### src/rtl/mem_stage_oq.sv
// ----------------------------------------------------------------------------
// mem_stage_oq
//
// MEM pipeline stage built around an in-order queue of instructions whose
// data-SRAM reads may still be in flight. EX can keep issuing loads before
// earlier responses return. Load data is aligned and extended here. The oldest
// completed instruction is presented to WB. After an exception flush, the
// responses that belong to cancelled requests are counted down and discarded.
//
// Handshakes (valid/ready):
//   EX -> MS : an instruction transfers on a rising edge when
//              es_to_ms_valid & ms_allowin. ms_allowin never depends on
//              es_to_ms_valid.
//   MS -> WB : the head transfers on a rising edge when
//              ms_to_ws_valid & ws_allowin. While ws_allowin is low the head
//              outputs hold stable.
//   SRAM     : EX may issue a new request only while ms_req_allow is high.
//              data_sram_data_ok returns responses in request order.
//
// Ports:
//   clk, resetn                       clock, asynchronous active-low reset
//   es_to_ms_valid / ms_allowin       EX handshake
//   es_req / ms_req_allow             request pending flag / request credit
//   es_ld_op, es_res_from_mem,        load kind (0 none, 1 b, 2 bu, 3 h,
//   es_rf_we, es_rf_waddr,            4 hu, 5 w, 6 wu, 7 d), writeback
//   es_result, es_pc, es_except       controls and payload from EX
//   ws_allowin / ms_to_ws_valid       WB handshake
//   ms_pc, ms_rf_we, ms_rf_waddr,     head-entry fields (zero when empty)
//   ms_rf_wdata, ms_except
//   data_sram_data_ok, _rdata         in-order read responses
//   except_flush                      discard every queued entry
//   ms_busy                           entries valid or cancelled reads pending
// ----------------------------------------------------------------------------
module mem_stage_oq #(
    parameter int DATA_W = 32,
    parameter int DEPTH  = 2,
    parameter int EXC_W  = 7
) (
    input  logic              clk,
    input  logic              resetn,
    input  logic              es_to_ms_valid,
    output logic              ms_allowin,
    input  logic              es_req,
    output logic              ms_req_allow,
    input  logic [2:0]        es_ld_op,
    input  logic              es_res_from_mem,
    input  logic              es_rf_we,
    input  logic [4:0]        es_rf_waddr,
    input  logic [DATA_W-1:0] es_result,
    input  logic [31:0]       es_pc,
    input  logic [EXC_W-1:0]  es_except,
    input  logic              ws_allowin,
    output logic              ms_to_ws_valid,
    output logic [31:0]       ms_pc,
    output logic              ms_rf_we,
    output logic [4:0]        ms_rf_waddr,
    output logic [DATA_W-1:0] ms_rf_wdata,
    output logic [EXC_W-1:0]  ms_except,
    input  logic              data_sram_data_ok,
    input  logic [DATA_W-1:0] data_sram_rdata,
    input  logic              except_flush,
    output logic              ms_busy
);

    localparam int PTR_W = (DEPTH > 1) ? $clog2(DEPTH) : 1;
    localparam int CNT_W = $clog2(DEPTH + 1);
    localparam int OFF_W = $clog2(DATA_W / 8);

    // ------------------------------------------------------------------
    // Queue storage
    // ------------------------------------------------------------------
    logic              r_valid  [DEPTH];
    logic [31:0]       r_pc     [DEPTH];
    logic [2:0]        r_ld_op  [DEPTH];
    logic              r_res_mem[DEPTH];
    logic              r_rf_we  [DEPTH];
    logic [4:0]        r_waddr  [DEPTH];
    logic [DATA_W-1:0] r_result [DEPTH];
    logic [EXC_W-1:0]  r_except [DEPTH];
    logic              r_req    [DEPTH];
    logic              r_filled [DEPTH];
    logic [DATA_W-1:0] r_rdata  [DEPTH];

    logic [PTR_W-1:0]  r_head;
    logic [PTR_W-1:0]  r_tail;
    logic [CNT_W-1:0]  r_count;
    logic [CNT_W-1:0]  r_cancel;

    // ------------------------------------------------------------------
    // Combinational control
    // ------------------------------------------------------------------
    logic [CNT_W-1:0]  w_unfilled;
    logic              w_tgt_found;
    logic [PTR_W-1:0]  w_tgt_idx;
    logic [CNT_W:0]    w_outstanding;
    logic [CNT_W:0]    w_cancel_flush;
    logic              w_fill;
    logic              w_head_valid;
    logic              w_head_bypass;
    logic              w_head_done;
    logic              w_pop;
    logic              w_push;
    logic [DATA_W-1:0] w_head_rdata;
    logic [OFF_W-1:0]  w_off;
    logic [DATA_W-1:0] w_shift;
    logic [DATA_W-1:0] w_extract;

    function automatic logic [PTR_W-1:0] next_ptr(input logic [PTR_W-1:0] p);
        if (p == PTR_W'(DEPTH - 1)) begin
            return '0;
        end
        return p + PTR_W'(1);
    endfunction

    // Count unfilled requests and find the oldest one. Responses come back in
    // request order, so the oldest unfilled entry (walking from head) is the
    // one the next non-cancelled data_ok belongs to.
    always_comb begin
        int idx;
        w_unfilled  = '0;
        w_tgt_found = 1'b0;
        w_tgt_idx   = '0;
        for (int i = 0; i < DEPTH; i++) begin
            if (r_valid[i] && r_req[i] && !r_filled[i]) begin
                w_unfilled = w_unfilled + CNT_W'(1);
            end
        end
        for (int i = 0; i < DEPTH; i++) begin
            idx = int'(r_head) + i;
            if (idx >= DEPTH) begin
                idx = idx - DEPTH;
            end
            if (!w_tgt_found && r_valid[idx] && r_req[idx] && !r_filled[idx]) begin
                w_tgt_found = 1'b1;
                w_tgt_idx   = PTR_W'(idx);
            end
        end
    end

    assign w_outstanding = {1'b0, w_unfilled} + {1'b0, r_cancel};
    assign ms_req_allow  = (w_outstanding < (CNT_W + 1)'(DEPTH));

    // On flush every unfilled request becomes a cancelled one; a response
    // arriving in the flush cycle retires one of them immediately.
    always_comb begin
        w_cancel_flush = w_outstanding;
        if (data_sram_data_ok && (w_outstanding != '0)) begin
            w_cancel_flush = w_outstanding - (CNT_W + 1)'(1);
        end
    end

    assign w_fill        = data_sram_data_ok && (r_cancel == '0) && w_tgt_found;
    assign w_head_valid  = r_valid[r_head];
    assign w_head_bypass = w_fill && (w_tgt_idx == r_head);
    assign w_head_done   = !r_req[r_head] || r_filled[r_head] || w_head_bypass;

    assign ms_to_ws_valid = w_head_valid && w_head_done && !except_flush;
    assign w_pop          = ms_to_ws_valid && ws_allowin;
    assign ms_allowin     = (r_count < CNT_W'(DEPTH)) || w_pop;
    assign w_push         = es_to_ms_valid && ms_allowin && !except_flush;

    // ------------------------------------------------------------------
    // Load data alignment and extension
    // ------------------------------------------------------------------
    assign w_head_rdata = w_head_bypass ? data_sram_rdata : r_rdata[r_head];
    assign w_off        = r_result[r_head][OFF_W-1:0];
    assign w_shift      = w_head_rdata >> {w_off, 3'b000};

    // With a 32-bit datapath, wu and d fall back to a plain signed word.
    always_comb begin
        w_extract = w_shift;
        case (r_ld_op[r_head])
            3'd1: w_extract = DATA_W'($signed(w_shift[7:0]));
            3'd2: w_extract = DATA_W'(w_shift[7:0]);
            3'd3: w_extract = DATA_W'($signed(w_shift[15:0]));
            3'd4: w_extract = DATA_W'(w_shift[15:0]);
            3'd5: w_extract = DATA_W'($signed(w_shift[31:0]));
            3'd6: begin
                if (DATA_W == 64) begin
                    w_extract = DATA_W'(w_shift[31:0]);
                end else begin
                    w_extract = DATA_W'($signed(w_shift[31:0]));
                end
            end
            3'd7: begin
                if (DATA_W == 64) begin
                    w_extract = w_shift;
                end else begin
                    w_extract = DATA_W'($signed(w_shift[31:0]));
                end
            end
            default: w_extract = w_shift;
        endcase
    end

    // Head fields read as zero while the queue is empty.
    assign ms_pc       = w_head_valid ? r_pc[r_head]     : '0;
    assign ms_rf_we    = w_head_valid && r_rf_we[r_head];
    assign ms_rf_waddr = w_head_valid ? r_waddr[r_head]  : '0;
    assign ms_except   = w_head_valid ? r_except[r_head] : '0;
    assign ms_rf_wdata = !w_head_valid     ? '0 :
                         r_res_mem[r_head] ? w_extract : r_result[r_head];

    assign ms_busy = (r_count != '0) || (r_cancel != '0);

    // ------------------------------------------------------------------
    // State update
    // ------------------------------------------------------------------
    always_ff @(posedge clk or negedge resetn) begin
        if (!resetn) begin
            r_head   <= '0;
            r_tail   <= '0;
            r_count  <= '0;
            r_cancel <= '0;
            for (int i = 0; i < DEPTH; i++) begin
                r_valid[i]   <= 1'b0;
                r_pc[i]      <= '0;
                r_ld_op[i]   <= '0;
                r_res_mem[i] <= 1'b0;
                r_rf_we[i]   <= 1'b0;
                r_waddr[i]   <= '0;
                r_result[i]  <= '0;
                r_except[i]  <= '0;
                r_req[i]     <= 1'b0;
                r_filled[i]  <= 1'b0;
                r_rdata[i]   <= '0;
            end
        end else if (except_flush) begin
            for (int i = 0; i < DEPTH; i++) begin
                r_valid[i] <= 1'b0;
            end
            r_head   <= '0;
            r_tail   <= '0;
            r_count  <= '0;
            r_cancel <= CNT_W'(w_cancel_flush);
        end else begin
            if (data_sram_data_ok && (r_cancel != '0)) begin
                r_cancel <= r_cancel - CNT_W'(1);
            end
            // An entry filled and retired in the same cycle is not written.
            if (w_fill && !(w_pop && w_head_bypass)) begin
                r_filled[w_tgt_idx] <= 1'b1;
                r_rdata[w_tgt_idx]  <= data_sram_rdata;
            end
            if (w_pop) begin
                r_valid[r_head] <= 1'b0;
                r_head          <= next_ptr(r_head);
            end
            // Placed after pop so a full-queue push into the slot being
            // retired leaves it valid.
            if (w_push) begin
                r_valid[r_tail]   <= 1'b1;
                r_pc[r_tail]      <= es_pc;
                r_ld_op[r_tail]   <= es_ld_op;
                r_res_mem[r_tail] <= es_res_from_mem;
                r_rf_we[r_tail]   <= es_rf_we;
                r_waddr[r_tail]   <= es_rf_waddr;
                r_result[r_tail]  <= es_result;
                r_except[r_tail]  <= es_except;
                r_req[r_tail]     <= es_req;
                r_filled[r_tail]  <= 1'b0;
                r_tail            <= next_ptr(r_tail);
            end
            r_count <= r_count + CNT_W'(w_push) - CNT_W'(w_pop);
        end
    end

endmodule

### config.mk
export PLATFORM = sky130hd
export DESIGN_NAME = mem_stage_oq
export DESIGN_NICKNAME = d
export VERILOG_FILES = /design/src/rtl/mem_stage_oq.sv
export SDC_FILE = /design/constraint.sdc
export NUM_CORES = 1
export LEC_CHECK = 0
export CAP_MARGIN = 20
export CORE_MARGIN = 2
export CORE_UTILIZATION = 28
export CTS_CLUSTER_DIAMETER = 40
export CTS_CLUSTER_SIZE = 28
export DETAILED_ROUTE_END_ITERATION = 10
export HOLD_SLACK_MARGIN = 0.15
export SLEW_MARGIN = 20
export SYNTH_ARGS = -nofsm -noshare
export SYNTH_HDL_FRONTEND = slang
export SYNTH_SLANG_ARGS = --single-unit
export TNS_END_PERCENT = 10
### constraint.sdc
create_clock -name clk -period 4.25 [get_ports clk]
set_clock_uncertainty 0.1 [all_clocks]
set_input_delay 1.0625 -clock clk [delete_from_list [all_inputs] [get_ports clk]]
set_output_delay 1.0625 -clock clk [all_outputs]
set_load 0.02 [all_outputs]
Yosys cells after proc, flatten, opt, wreduce, memory -nomap -nowiden --
Cells that the tools add are included.
Cells by class: add/sub/neg operators 11, reductions and logical operators 46, multiplexer cells 116, shifts and indexed selects 1, $lt $le $gt $ge 12, eq/ne operators 5, bitwise gates (word level) 12
Operators by type and width (number):
- $mux W32 | 17
- $bwmux W64 | 3
- $pmux W32 S4 | 1
- $demux W32 S1 | 2
- $ge A32 B2 Y1 const B | 2
- $not A32 Y32 | 2
- $mux W1 | 55
- $mux W7 | 5
- $shr A32 B5 Y32 | 1
- $logic_and A1 B1 Y1 | 25
- $mux W5 | 5
- $mux W2 | 12
- $bwmux W14 | 1
- $mux W3 | 4
- $bwmux W10 | 1
- $reduce_bool A2 Y1 | 5
- $ge A2 B2 Y1 const B | 4
- $logic_not A1 Y1 | 8
- $demux W7 S1 | 1
- $bwmux W2 | 3
- $bwmux W6 | 1
- $eq A3 B2 Y1 const B | 2
- $lt A2 B1 Y1 const B | 3
- $not A1 Y2 | 3
- 26 further kinds | 37
Storage, ports and cells: bits of input ports 120, output and inout bits 81, register bits after elaboration 238, word-level logic and storage cells 229

Longest topological paths before layout --
Gate-level depths: netlist (run 1).
depth after elaboration 28, gate-level depth with buffers 12

Worst setup path before layout (run 1) --
Ideal clock, no wire load.
path type input to output, from input port data_sram_data_ok, to output port ms_rf_wdata[22], data arrival time 2.878 ns, cell stages on the path 7, path buffers 2, setup slack 0.209 ns, path through nand2_1 > clkbuf_1 > a211oi_1 > a2111oi_0 > a211oi_2 > buf_4 > a211oi_1
On the way: longest elaborated chain between the ends 8
RTL lines:
- from (decl) | line 59 | input logic data_sram_data_ok,
- $logic_and A1 B1 Y1 (2 in a row) | line 152 | assign w_fill = data_sram_data_ok && (r_cancel == '0) && w_tgt_found;
- $logic_and A1 B1 Y1 | line 154 | assign w_head_bypass = w_fill && (w_tgt_idx == r_head);
- $mux W32 | line 165 | assign w_head_rdata = w_head_bypass ? data_sram_rdata : r_rdata[r_head];
- $shr A32 B5 Y32 | line 167 | assign w_shift = w_head_rdata >> {w_off, 3'b000};
- $pmux W32 S4 | line 172 | case (r_ld_op[r_head])
- $mux W32 | line 202 | r_res_mem[r_head] ? w_extract : r_result[r_head];
- $mux W32 | line 201 | assign ms_rf_wdata = !w_head_valid ? '0 :
- to (decl) | line 57 | output logic [DATA_W-1:0] ms_rf_wdata,
No other way between the ends.

Worst setup path in the final report (run 1) --
from register r_head, to output port ms_rf_wdata[9]
On the way: longest elaborated chain between the ends 21, elaborated cells on any way between the ends 67
RTL lines:
- from (decl) | line 84 | logic [PTR_W-1:0] r_head;
- from (signal assigned) | line 247 | r_head <= next_ptr(r_head);
- $sub A1 B2 Y3 / $ge A1 B2 Y1 (equally long branches) | line 131, 130
- $mux W32 | line 130 | if (idx >= DEPTH) begin
- $not A32 Y32 (implied by the code) | line 133 | if (!w_tgt_found && r_valid[idx] && r_req[idx] && !r_filled[idx]) begin
- $mux W1 (implied by the code) (3 in a row) | line 133
- $logic_and A1 B1 Y1 / $logic_not A1 Y1 (equally long branches) | line 133
- $logic_and A1 B1 Y1 | line 133
- $mux W1 | line 133
- $logic_not A1 Y1 | line 133
- $logic_and A1 B1 Y1 (3 in a row) | line 133
- $mux W1 | line 133
- $eq A1 B1 Y1 / $logic_and A1 B1 Y1 (equally long branches) | line 154, 152
- $logic_and A1 B1 Y1 | line 154
- $mux W32 | line 165
- $shr A32 B5 Y32 | line 167
- $pmux W32 S4 | line 172
- $mux W32 | line 202
- $mux W32 (*) | line 201
Every way passes the cells marked *; elsewhere a longest branch is shown, timed or not. The select of a mux whose other input is x is not followed.

==> summary.md, run 1 <==
| Metric | Value |
|---|---|
| Outcome | `complete, no violations` |
| Reg clk slew, reported paths | `approximately 0.05 ns` |
| Core box area | `0.0451 mm^2` |
| Antenna violations before repair | `8` |
| Endpoint type of the worst setup path | `output port` |
| Pwr per Cell Area | `621 mW/mm^2` |
| Max layer used | `met5` |
| Mapped Nets | `1142` |
| Antenna Nets Post-Route | `0` |
| Initial Util | `28.2%` |
| Nature of the critical path startpoint | `flip-flop` |
| WL met3 | `2700 um` |
| YS warnings | `0` |
| Slew HR | `44.9%` |
| Avg Inst Size Synth | `12.5 um^2` |
| Reg2reg start | `r_head` |
| Wirelength per Cell | `a little over 20 um` |
| First-pass GRT wire length | `58700 um` |
| Met2 Wirelength | `18200 um` |
| DRT Pass-1 Iters | `5` |
| Worst Hold Class | `in -> async` |
| TNS Setup | `0 ns` |
| Overall die height | `217 um` |
| Share of layout cells above drive strength 1 | `36.7%` |
| Crit Path Class | `reg -> out` |
| Number of synthesized flops with an enable pin | `0` |
| PortBufs | `200` |
| Vias in the first global route | `just under 10k` |
| Worst path arrival time | `just over 3 ns` |
| Synth Area in Adders | `0.749%` |
| Largest family of logic cells by synthesized area | `multiplexers` |
| CTS tree | `yes` |
| CP Max Fanout | `8` |
| Post-Route Utilization | `approximately two fifths` |
| Leak pwr | `7.56 nW` |
| Clk root buf | `clkbuf_16` |
| Via/cell ratio | `4.91` |
| Synth Area in Simple Gates | `5.05%` |
| GRT Residual Overflow | `0` |
| Cell variety after synth | `54` |
| Endpoints failing setup | `0` |
| Filler cells | `4345` |
| Worst-case reg-to-reg path depth | `8` |
| Tot GR Track Use | `around 16%` |
| Final WL | `38500 um` |
| M1 WL | `16500 um` |
| RSZ-0062 raised after global routing | `yes` |
| Compound-Gate Fraction of Synth Area | `~7.9%` |
| R2r setup slk | `1.16 ns` |
| Largest net degree at the start of global routing | `97` |
| CTS Buf Count | `43` |
| Fin. max-slew vios | `0` |
| Synth area leader | `dfrtp_1` |
| Post-synthesis sequential area ratio | `46.9%` |
| Gpl congestion | `roughly 0.9` |
| Reg-to-reg endpoint | `r_pc[63]` |
| Worst IR Drop VDD | `0.296 mV` |
| Dpl hpwl | `~27000 um` |
| Post-synthesis cell area | `0.0127 mm^2` |
| Worst slew pin tran | `between 0.8 and 0.9 ns` |
| Most used DFF post-synth | `dfrtp_1` |
| Number of remaining DRC errors | `0` |
| Full die area | `0.0471 mm^2` |
| H-Tree Depth | `2` |
| Placed cell area | `0.0159 mm^2` |
| Post-Synth XOR/XNOR Area | `0.138%` |
| Std-Cell Rows | `78` |
| #FFs+latches synth | `238` |
| Period utilization | `just under 100%` |
| Die X | `217 um` |
| Top-area cell type share of the netlist area | `46.9%` |
| Total number of vias | `around 9.4k` |
| Finished Cell Area | `0.0175 mm^2` |
| Max Clk Rate | `237 MHz` |
| Clock sink total | `238` |
| Area growth syn-to-layout | `38.0%` |
| Worst Path Required | `3.09 ns` |
| Fraction of synthesized area in multiplexers | `between 30% and 40%` |
| Number of DRC markers in iteration 0 | `627` |
| Final-stage net count | `1406` |
| Cts hold-fix bufs | `0` |
| Async SR Flop Fraction | `between 90% and 100%` |
| Ports | `201` |
| Crit path time final | `between 4 and 5 ns` |
| Worst-skew pair later-pin latency | `0.52 ns` |
| Synth area leaders | `dfrtp_1 (47%), mux2_2 (17%), mux2i_1 (11%)` |
| Max_cap viols | `0` |
| Cells after synthesis | `~1.0k` |
| Final Hold Viols | `0` |
| Clock Path Buffers | `3` |
## how the worst max path moves through the flow
stage	startpoint	to	slack [ns]	cells after the start
6_report	r_head	ms_rf_wdata[9]	0.02	10
5_1_grt	r_head	ms_rf_wdata[9]	-0.01	10
4_1_cts	data_sram_data_ok	ms_rf_wdata[26]	-0.17	10
3_5_place_dp	data_sram_data_ok	ms_rf_wdata[29]	-0.67	9
3_3_place_gp	data_sram_data_ok	ms_rf_wdata[29]	-0.68	9
2_1_floorplan	data_sram_data_ok	ms_rf_wdata[22]	0.21	7
## report_power, final
| part | internal (mW) | switching [mW] | leakage, nW |
|---|---|---|---|
| Combinational | 1.96 | 1.96 | 3.90 |
| Clock | 2.33 | 1.19 | 0.725 |
| Sequential | 3.01 | 0.434 | 2.94 |
| Total | 7.30 | 3.58 | 7.56 |
## cell type report
cell class	instances	area (um^2)	share of cell area, %
well taps	600	751	4.29
clock buffers	60	1270	7.26
inverters	16	60.1	0.343
diodes	2	5.00	0.0286
multi-input cells	688	6490	37.1
clock inverters	18	226	1.29
repair buffers	292	2750	15.7
flip-flops and latches	238	5960	34.0
## synthesized netlist by cell type (2+ instances only)
library cell  number
a211oi_1          42
a211oi_2           2
a21boi_0           2
a21o_1             2
a21oi_1           25
a221oi_1          14
a31oi_1           12
a32oi_1            8
and2_1             4
and3_1             2
buf_1              2
buf_2             33
buf_4              7
buf_6              7
clkbuf_1          24
dfrtp_1          238
ha_1               6
inv_1             15
mux2_1             8
mux2_2           196
mux2_4            50
mux2i_1          138
mux4_2             3
nand2_1           14
nand2b_1          10
nand3_1            7
nand4_1            2
nand4b_1           2
nor2_1            78
nor3_1             2
nor3b_1            2
o21ai_0           15
o22ai_1           16
or2_2              2
or3_1              5
xnor2_1            2
## flip-flops by register name, summed over array words and instances (netlist names)
signal	count
r_ld_op	6
r_cancel	2
r_filled	2
r_except	14
r_req	2
r_result	64
r_rdata	64
r_head	1
r_waddr	10
r_rf_we	2
r_tail	1
r_valid	2
r_res_mem	2
r_pc	64
r_count	2
## logic make-up after synthesis
family	Yosys count
AO/OA/AOI/OAI	145
XOR/XNOR	2
adder cells (fa/ha/maj)	7
buffers and inverters	89
flip-flops	238
multiplexers	397
AND/OR/NAND/NOR	137
## timing repair
| action | CTS | global route |
|---|---|---|
| cloned | 1 | 1 |
| resized for setup | 90 | 83 |
| setup buffers | 5 | 5 |
| endpoints found under the setup margin | 32 | 31 |
| pin swaps | 2 | 3 |
| hold endpoints to repair | 0 | 0 |
## routing by layer
layer	track usage (%)	up-vias
met5	0	-
met1	20.3	4731
met4	5.27	12
met2	26.5	288
met3	4.60	76
li1	-	4299
## critical path: stages (launching register included)
cell	delay, ns
dfrtp_4	0.49
buf_12	0.15
buf_4	0.15
and4b_1	0.21
a31oi_2	0.29
buf_4	0.19
a21oi_1	0.06
buf_4	0.20
a32oi_1	0.36
a211oi_1	0.13
clkdlybuf4s15_1	0.31
## layout by cell type, fill, tap and decap left out, drive strengths merged, types with 3 or more instances in the layout
| master | instances |
|---|---|
| clkinvlp | 4 |
| nor2 | 78 |
| mux4 | 3 |
| and2 | 4 |
| nand2b | 10 |
| clkinv | 8 |
| nand2 | 14 |
| clkdlybuf4s50 | 164 |
| mux2 | 254 |
| o22ai | 16 |
| buf | 110 |
| a21oi | 25 |
| inv | 18 |
| bufinv | 4 |
| a221oi | 14 |
| nand3 | 7 |
| a31oi | 12 |
| a32oi | 8 |
| mux2i | 140 |
| clkbuf | 73 |
| a211oi | 44 |
| or3 | 5 |
| ha | 6 |
| dfrtp | 238 |
| o21ai | 16 |
## through the flow
stage	worst slack (ns)	hold slack (ns)	power, mW	std cells
floorplan	0.209	0.364	5.77	1015
global placement	-0.685	0.373	7.19	1823
detailed placement	-0.667	0.380	7.27	1823
CTS	-0.168	0.378	10.9	1907
global route	-0.0111	0.401	11.5	1913
finish	0.0241	0.367	10.9	1914
Power figures use the tool's default switching activity.
==> run 2, diff against run 1 <==
--- a/config.mk
+++ b/config.mk
@@ -6,7 +6,6 @@
 export NUM_CORES = 1
 export LEC_CHECK = 0
 export CAP_MARGIN = 20
-export CORE_MARGIN = 2
 export CORE_UTILIZATION = 28
 export CTS_CLUSTER_DIAMETER = 40
 export CTS_CLUSTER_SIZE = 28
==> summary.md, run 2 (synthesis results as in run 1) <==
| Metric | Value |
|---|---|
| CP dominant cell by count | `buf_6` |
| GRT Residual Overflow | `0` |
| Nature of the critical path startpoint | `flip-flop` |
| Final Hold Viols | `0` |
| CTS tree | `yes` |
| Crit-path cells | `buf_6, mux2i_2, buf_4, mux4_2, nor3_4, a211oi_4, buf_6, buf_8, a211oi_4, buf_6` |
| Total number of vias | `9550` |
| P_int | `7.51 mW` |
| H-Tree Depth | `2` |
| Max Clk Rate | `233 MHz` |
| Via/cell ratio | `4.95` |
| Worst path arrival time | `~3.1 ns` |
| Pwr per Cell Area | `623 mW/mm^2` |
| Worst-case reg-to-reg path depth | `10` |
| Buf/Inv on CP | `5` |
| Crit path largest cell delay | `0.56 ns` |
| Worst slack, placed | `-1.10 ns` |
| Switch share | `33.3%` |
| Endpoints failing setup | `11` |
| Leak pwr | `7.78 nW` |
| Cell family with most CP delay | `buffers and inverters` |
| PortBufs | `200` |
| Die X | `215 um` |
| Overall die height | `215 um` |
| RSZ-0062 raised after global routing | `yes` |
| Finished Cell Area | `about 0.018 mm^2` |
| Most common cell after layout, fill and taps aside | `dfrtp_1` |
| Final WL | `39800 um` |
| Initial Util | `approximately 29%` |
| First-pass GRT wire length | `61000 um` |
| Crit Path Class | `reg -> out` |
| Clk root buf | `clkbuf_16` |
| Endpoint type of the worst setup path | `output port` |
| CP Depth | `10` |
| Regs by FF count | `r_pc x64, r_rdata x64, r_result x64` |
| Tot GR Track Use | `17.1%` |
| Fin. max-slew vios | `0` |
| Antenna violations before repair | `9` |
| Hold Path Depth | `1` |
| Worst Path Required | `~3.1 ns` |
| Crit path time final | `4.28 ns` |
| Worst IR Drop VDD | `~0.31 mV` |
| Area growth syn-to-layout | `42.2%` |
| Filler cells | `4280` |
| Clock Power Share | `a little under a third` |
| Number of DRC markers in iteration 0 | `500` |
| Slew HR | `a little under two fifths` |
| Worst slew pin tran | `0.939 ns` |
| Full die area | `0.0462 mm^2` |
| Core box area | `~0.045 mm^2` |
| Number of remaining DRC errors | `0` |
| Outcome | `complete, but fails checks` |
| Net Switching | `3.74 mW` |
| Failing checks | `setup timing` |
| Antenna Nets Post-Route | `0` |
| Clock Path Buffers | `3` |
| Final WS setup | `-0.0336 ns` |
| CP Max Fanout | `8` |
| Commonest cells after routing, fill and taps aside | `dfrtp_1 (237), mux2_2 (196), clkdlybuf4s50_1 (163)` |
| DRT Pass-1 Iters | `5` |
| Share of layout cells above drive strength 1 | `between 30% and 40%` |
| Worst-skew pair later-pin latency | `approximately 0.56 ns` |
| Reg clk slew, reported paths | `0.06 ns` |
| Vias in the first global route | `~10k` |
| Dpl hpwl | `approximately 27000 um` |
| Ports | `between 200 and 250` |
| Final-stage net count | `1429` |
| Sequential share of power | `30.6%` |
| Std-Cell Rows | `77` |
| Post-Route Utilization | `roughly two fifths` |
| Placed cell area | `between 0.015 and 0.02 mm^2` |
| Largest net degree at the start of global routing | `110` |
| Worst Hold Class | `reg -> reg` |
| Combinational share of power | `37.6%` |
| Clock sink total | `238` |
| Wirelength per Cell | `20.6 um` |
| Gpl congestion | `between 0.8 and 0.9` |
| Cell at the slowest stage of the critical path | `dfrtp_4` |
| CTS Buf Count | `43` |
| Period utilization | `101%` |
| Cts hold-fix bufs | `0` |
| Max_cap viols | `0` |
[run 2: changes by cell type in the layout (fill, tap and decap cells not counted), sizes merged, moves of 2 or more]
cell	previous run	this run
inv	18	20
clkinvlp	4	2
buf	110	141
clkbuf	73	60
[run 2: metal layers]
layer / global-route usage (%) / share of wire, %
met5: 0 / 0.18
met2: 28.0 / 47
met4: 7.33 / 3.7
met1: 20.2 / 40
met3: 5.93 / 8.4
[run 2: path summary, 6_finish.rpt]
| kind | slack (ns) | start | end |
|---|---|---|---|
| min in group asynchronous | 0.44 | resetn | r_rdata[34] |
| setup / recovery | -0.03 | r_head | ms_rf_wdata[8] |
| setup reg to reg | 0.85 | r_head | r_result[63] |
| hold / removal | 0.39 | r_waddr[8] | r_waddr[8] |
| hold reg to reg | 0.39 | r_waddr[8] | r_waddr[8] |
| max in group asynchronous | 2.64 | resetn | r_result[18] |
[run 2: per-stage QoR]
| stage | std cells | TNS, ns | total power, mW | hold slack, ns |
|---|---|---|---|---|
| after floorplan | 1015 | 0 | 5.77 | 0.364 |
| after global placement | 1821 | -26.13 | 7.18 | 0.373 |
| after detailed placement | 1821 | -25.09 | 7.28 | 0.383 |
| after CTS | 1913 | -0.396 | 11.2 | 0.396 |
| after global routing | 1927 | -2.16 | 11.8 | 0.406 |
| final | 1929 | -0.191 | 11.2 | 0.390 |
[run 2: final cells by class]
cell class              count  area [um^2]  share of cell area, %
diodes                      2         5.00                 0.0277
clock inverters            20          267                   1.48
flip-flops and latches    238         5960                   33.0
repair buffers            314         3100                   17.2
multi-input cells         689         6680                   37.0
inverters                  16         60.1                  0.333
well taps                 592          741                   4.10
clock buffers              58         1230                   6.84
[run 2: timing repair]
| action | 4_1_cts | 5_1_grt |
|---|---|---|
| cloned | 2 | 3 |
| setup endpoints to repair | 73 | 34 |
| buffers inserted | 12 | 11 |
| gates resized for setup | 201 | 71 |
| pin swaps | 6 | 13 |
[run 2: power groups by stage]
stage / clock network [mW] / registers (mW) / logic [mW]
6_report: 3.58 / 3.44 / 4.23
5_1_grt: 3.76 / 3.54 / 4.52
4_1_cts: 3.67 / 3.44 / 4.04
3_5_place_dp: 0 / 3.46 / 3.82
3_3_place_gp: 0 / 3.42 / 3.76
2_1_floorplan: 0 / 3.32 / 2.44
==> run 3, diff against run 2 <==
--- a/config.mk
+++ b/config.mk
@@ -6,7 +6,8 @@
 export NUM_CORES = 1
 export LEC_CHECK = 0
 export CAP_MARGIN = 20
-export CORE_UTILIZATION = 28
+export CORE_MARGIN = 10
+export CORE_UTILIZATION = 40
 export CTS_CLUSTER_DIAMETER = 40
 export CTS_CLUSTER_SIZE = 28
 export DETAILED_ROUTE_END_ITERATION = 10
==> summary.md, run 3 (synthesis results as in run 1) <==
| Metric | Value |
|---|---|
| Most common cell after layout, fill and taps aside | `dfrtp_1` |
| Fin. max-slew vios | `0` |
| Commonest cells after routing, fill and taps aside | `dfrtp_1 (237), mux2_2 (196), clkdlybuf4s50_1 (165)` |
| Tot GR Track Use | `19.2%` |
| Endpoints failing setup | `0` |
| Gpl congestion | `0.833` |
| Final-stage net count | `between 1k and 1.5k` |
| Number of DRC markers in iteration 0 | `~520` |
| Clk root buf | `clkbuf_16` |
| Filler cells | `2756` |
| Die X | `198 um` |
| Placed cell area | `about 0.016 mm^2` |
| Regs by FF count | `r_pc x64, r_rdata x64, r_result x64` |
| Leak pwr | `approximately 7.5 nW` |
| Overall die height | `between 150 and 200 um` |
| Crit path time final | `4.20 ns` |
| Std-Cell Rows | `65` |
| TNS Setup | `0 ns` |
| DRT Pass-1 Iters | `4` |
| CTS Buf Count | `between 40 and 50` |
| Period utilization | `98.9%` |
| Dpl hpwl | `26800 um` |
| Largest net degree at the start of global routing | `98` |
| Slew HR | `approximately 43%` |
| Area growth syn-to-layout | `35.4%` |
| Worst slew pin tran | `0.851 ns` |
| Finished Cell Area | `0.0172 mm^2` |
| Outcome | `complete, no violations` |
| CP Max Fanout | `5` |
| Clock Path Buffers | `3` |
| First-pass GRT wire length | `58800 um` |
| Full die area | `0.0393 mm^2` |
| Crit Path Class | `in -> out` |
| Via/cell ratio | `5.44` |
| Antenna violations before repair | `5` |
| Power Total | `10.7 mW` |
| Vias in the first global route | `9962` |
| Clock sink total | `238` |
| Core box area | `0.0315 mm^2` |
| Final Hold Viols | `0` |
| Worst IR Drop VDD | `0.299 mV` |
| CTS tree | `yes` |
| Worst Hold Class | `reg -> reg` |
| Max Clk Rate | `238 MHz` |
| Number of remaining DRC errors | `0` |
| Dpl cells | `1632` |
| Pwr per Cell Area | `626 mW/mm^2` |
| Cts hold-fix bufs | `0` |
| Initial Util | `between 40% and 50%` |
| Endpoint type of the worst setup path | `output port` |
| Hold Slack | `between 0.3 and 0.4 ns` |
| GRT Residual Overflow | `0` |
| Reg clk slew, reported paths | `around 0.050 ns` |
| PortBufs | `200` |
| Final WL | `38300 um` |
| H-Tree Depth | `2` |
| Antenna Nets Post-Route | `0` |
| Share of layout cells above drive strength 1 | `36.0%` |
| Worst-skew pair later-pin latency | `0.54 ns` |
| Nature of the critical path startpoint | `input port` |
| Max_cap viols | `0` |
| Worst Path Required | `3.09 ns` |
| Ports | `201` |
| Total number of vias | `9331` |
| RSZ-0062 raised after global routing | `yes` |
| Final cell count without fillers | `approximately 1.7k` |
| Worst path arrival time | `between 3 and 4 ns` |
| Wirelength per Cell | `22.4 um` |
==> run 3: changes by cell type in the layout (fill, tap and decap cells not counted), moves of 4 or more <==
cell and change:
buf_12 -4, mux2i_2 -8, buf_4 -19, mux2i_1 +7
a211oi_4 -8, a211oi_2 -12, a21oi_1 +4, a21oi_2 -4
buf_6 -10, buf_2 +15, a211oi_1 +19
==> run 3: routing by layer <==
metal / share of wire (%) / GRT usage (%) / vias up
met5: 0.15 / 0 / -
met4: 2.7 / 6.46 / 8
met3: 7.7 / 6.20 / 71
met2: 46 / 30.2 / 270
met1: 43 / 24.4 / 4666
li1: - / - / 4316
==> run 3: final cells by class <==
| type | instances | area [um^2] | share of cell area [%] |
|---|---|---|---|
| clock buffers | 57 | 1240 | 7.23 |
| repair buffers | 293 | 2750 | 16.0 |
| diodes | 1 | 2.50 | 0.0146 |
| clock inverters | 19 | 218 | 1.27 |
| well taps | 402 | 503 | 2.93 |
| multi-input cells | 688 | 6450 | 37.5 |
| inverters | 16 | 60.1 | 0.350 |
| flip-flops and latches | 238 | 5960 | 34.7 |
==> run 3: repair_timing <==
action	4_1_cts	5_1_grt
gates cloned	1	0
setup endpoints to repair	33	30
resized for setup	149	32
pin swaps	1	3
buffers inserted	3	1
==> run 3: report_power, final <==
group / internal, mW / switching [mW]
logic: 1.95 / 1.92
registers: 3.01 / 0.435
clock network: 2.24 / 1.19
total: 7.20 / 3.55
==> run 3: final timing paths <==
kind                                          start             end  slack (ns)  cells past startpoint
worst max-delay path            data_sram_rdata[23]  ms_rf_wdata[8]        0.05                      8
worst min-delay path                     r_waddr[6]      r_waddr[6]        0.39                      1
worst max register to register               r_head      r_waddr[5]        0.94                     10
worst min register to register           r_waddr[6]      r_waddr[6]        0.39                      1
max in group asynchronous                    resetn     r_rdata[26]        2.63                      2
min in group asynchronous                    resetn     r_rdata[35]        0.45                      1
==> run 3: worst max-delay path, cell delays in order <==
cell and delay [ns]:
clkdlybuf4s50_1 0.58, buf_4 0.18, mux2i_1 0.06, mux2i_1 0.26, a211oi_2 0.16, buf_12 0.17, a211oi_2 0.26, clkdlybuf4s15_2 0.31
==> run 3: per-stage QoR <==
step,worst slack (ns),utilization [%]
final,0.0467,54.6
after global routing,-0.0708,54.6
after floorplan,0.209,-
after global placement,-1.06,49.7
after CTS,-0.0319,54.5
after detailed placement,-0.852,49.8
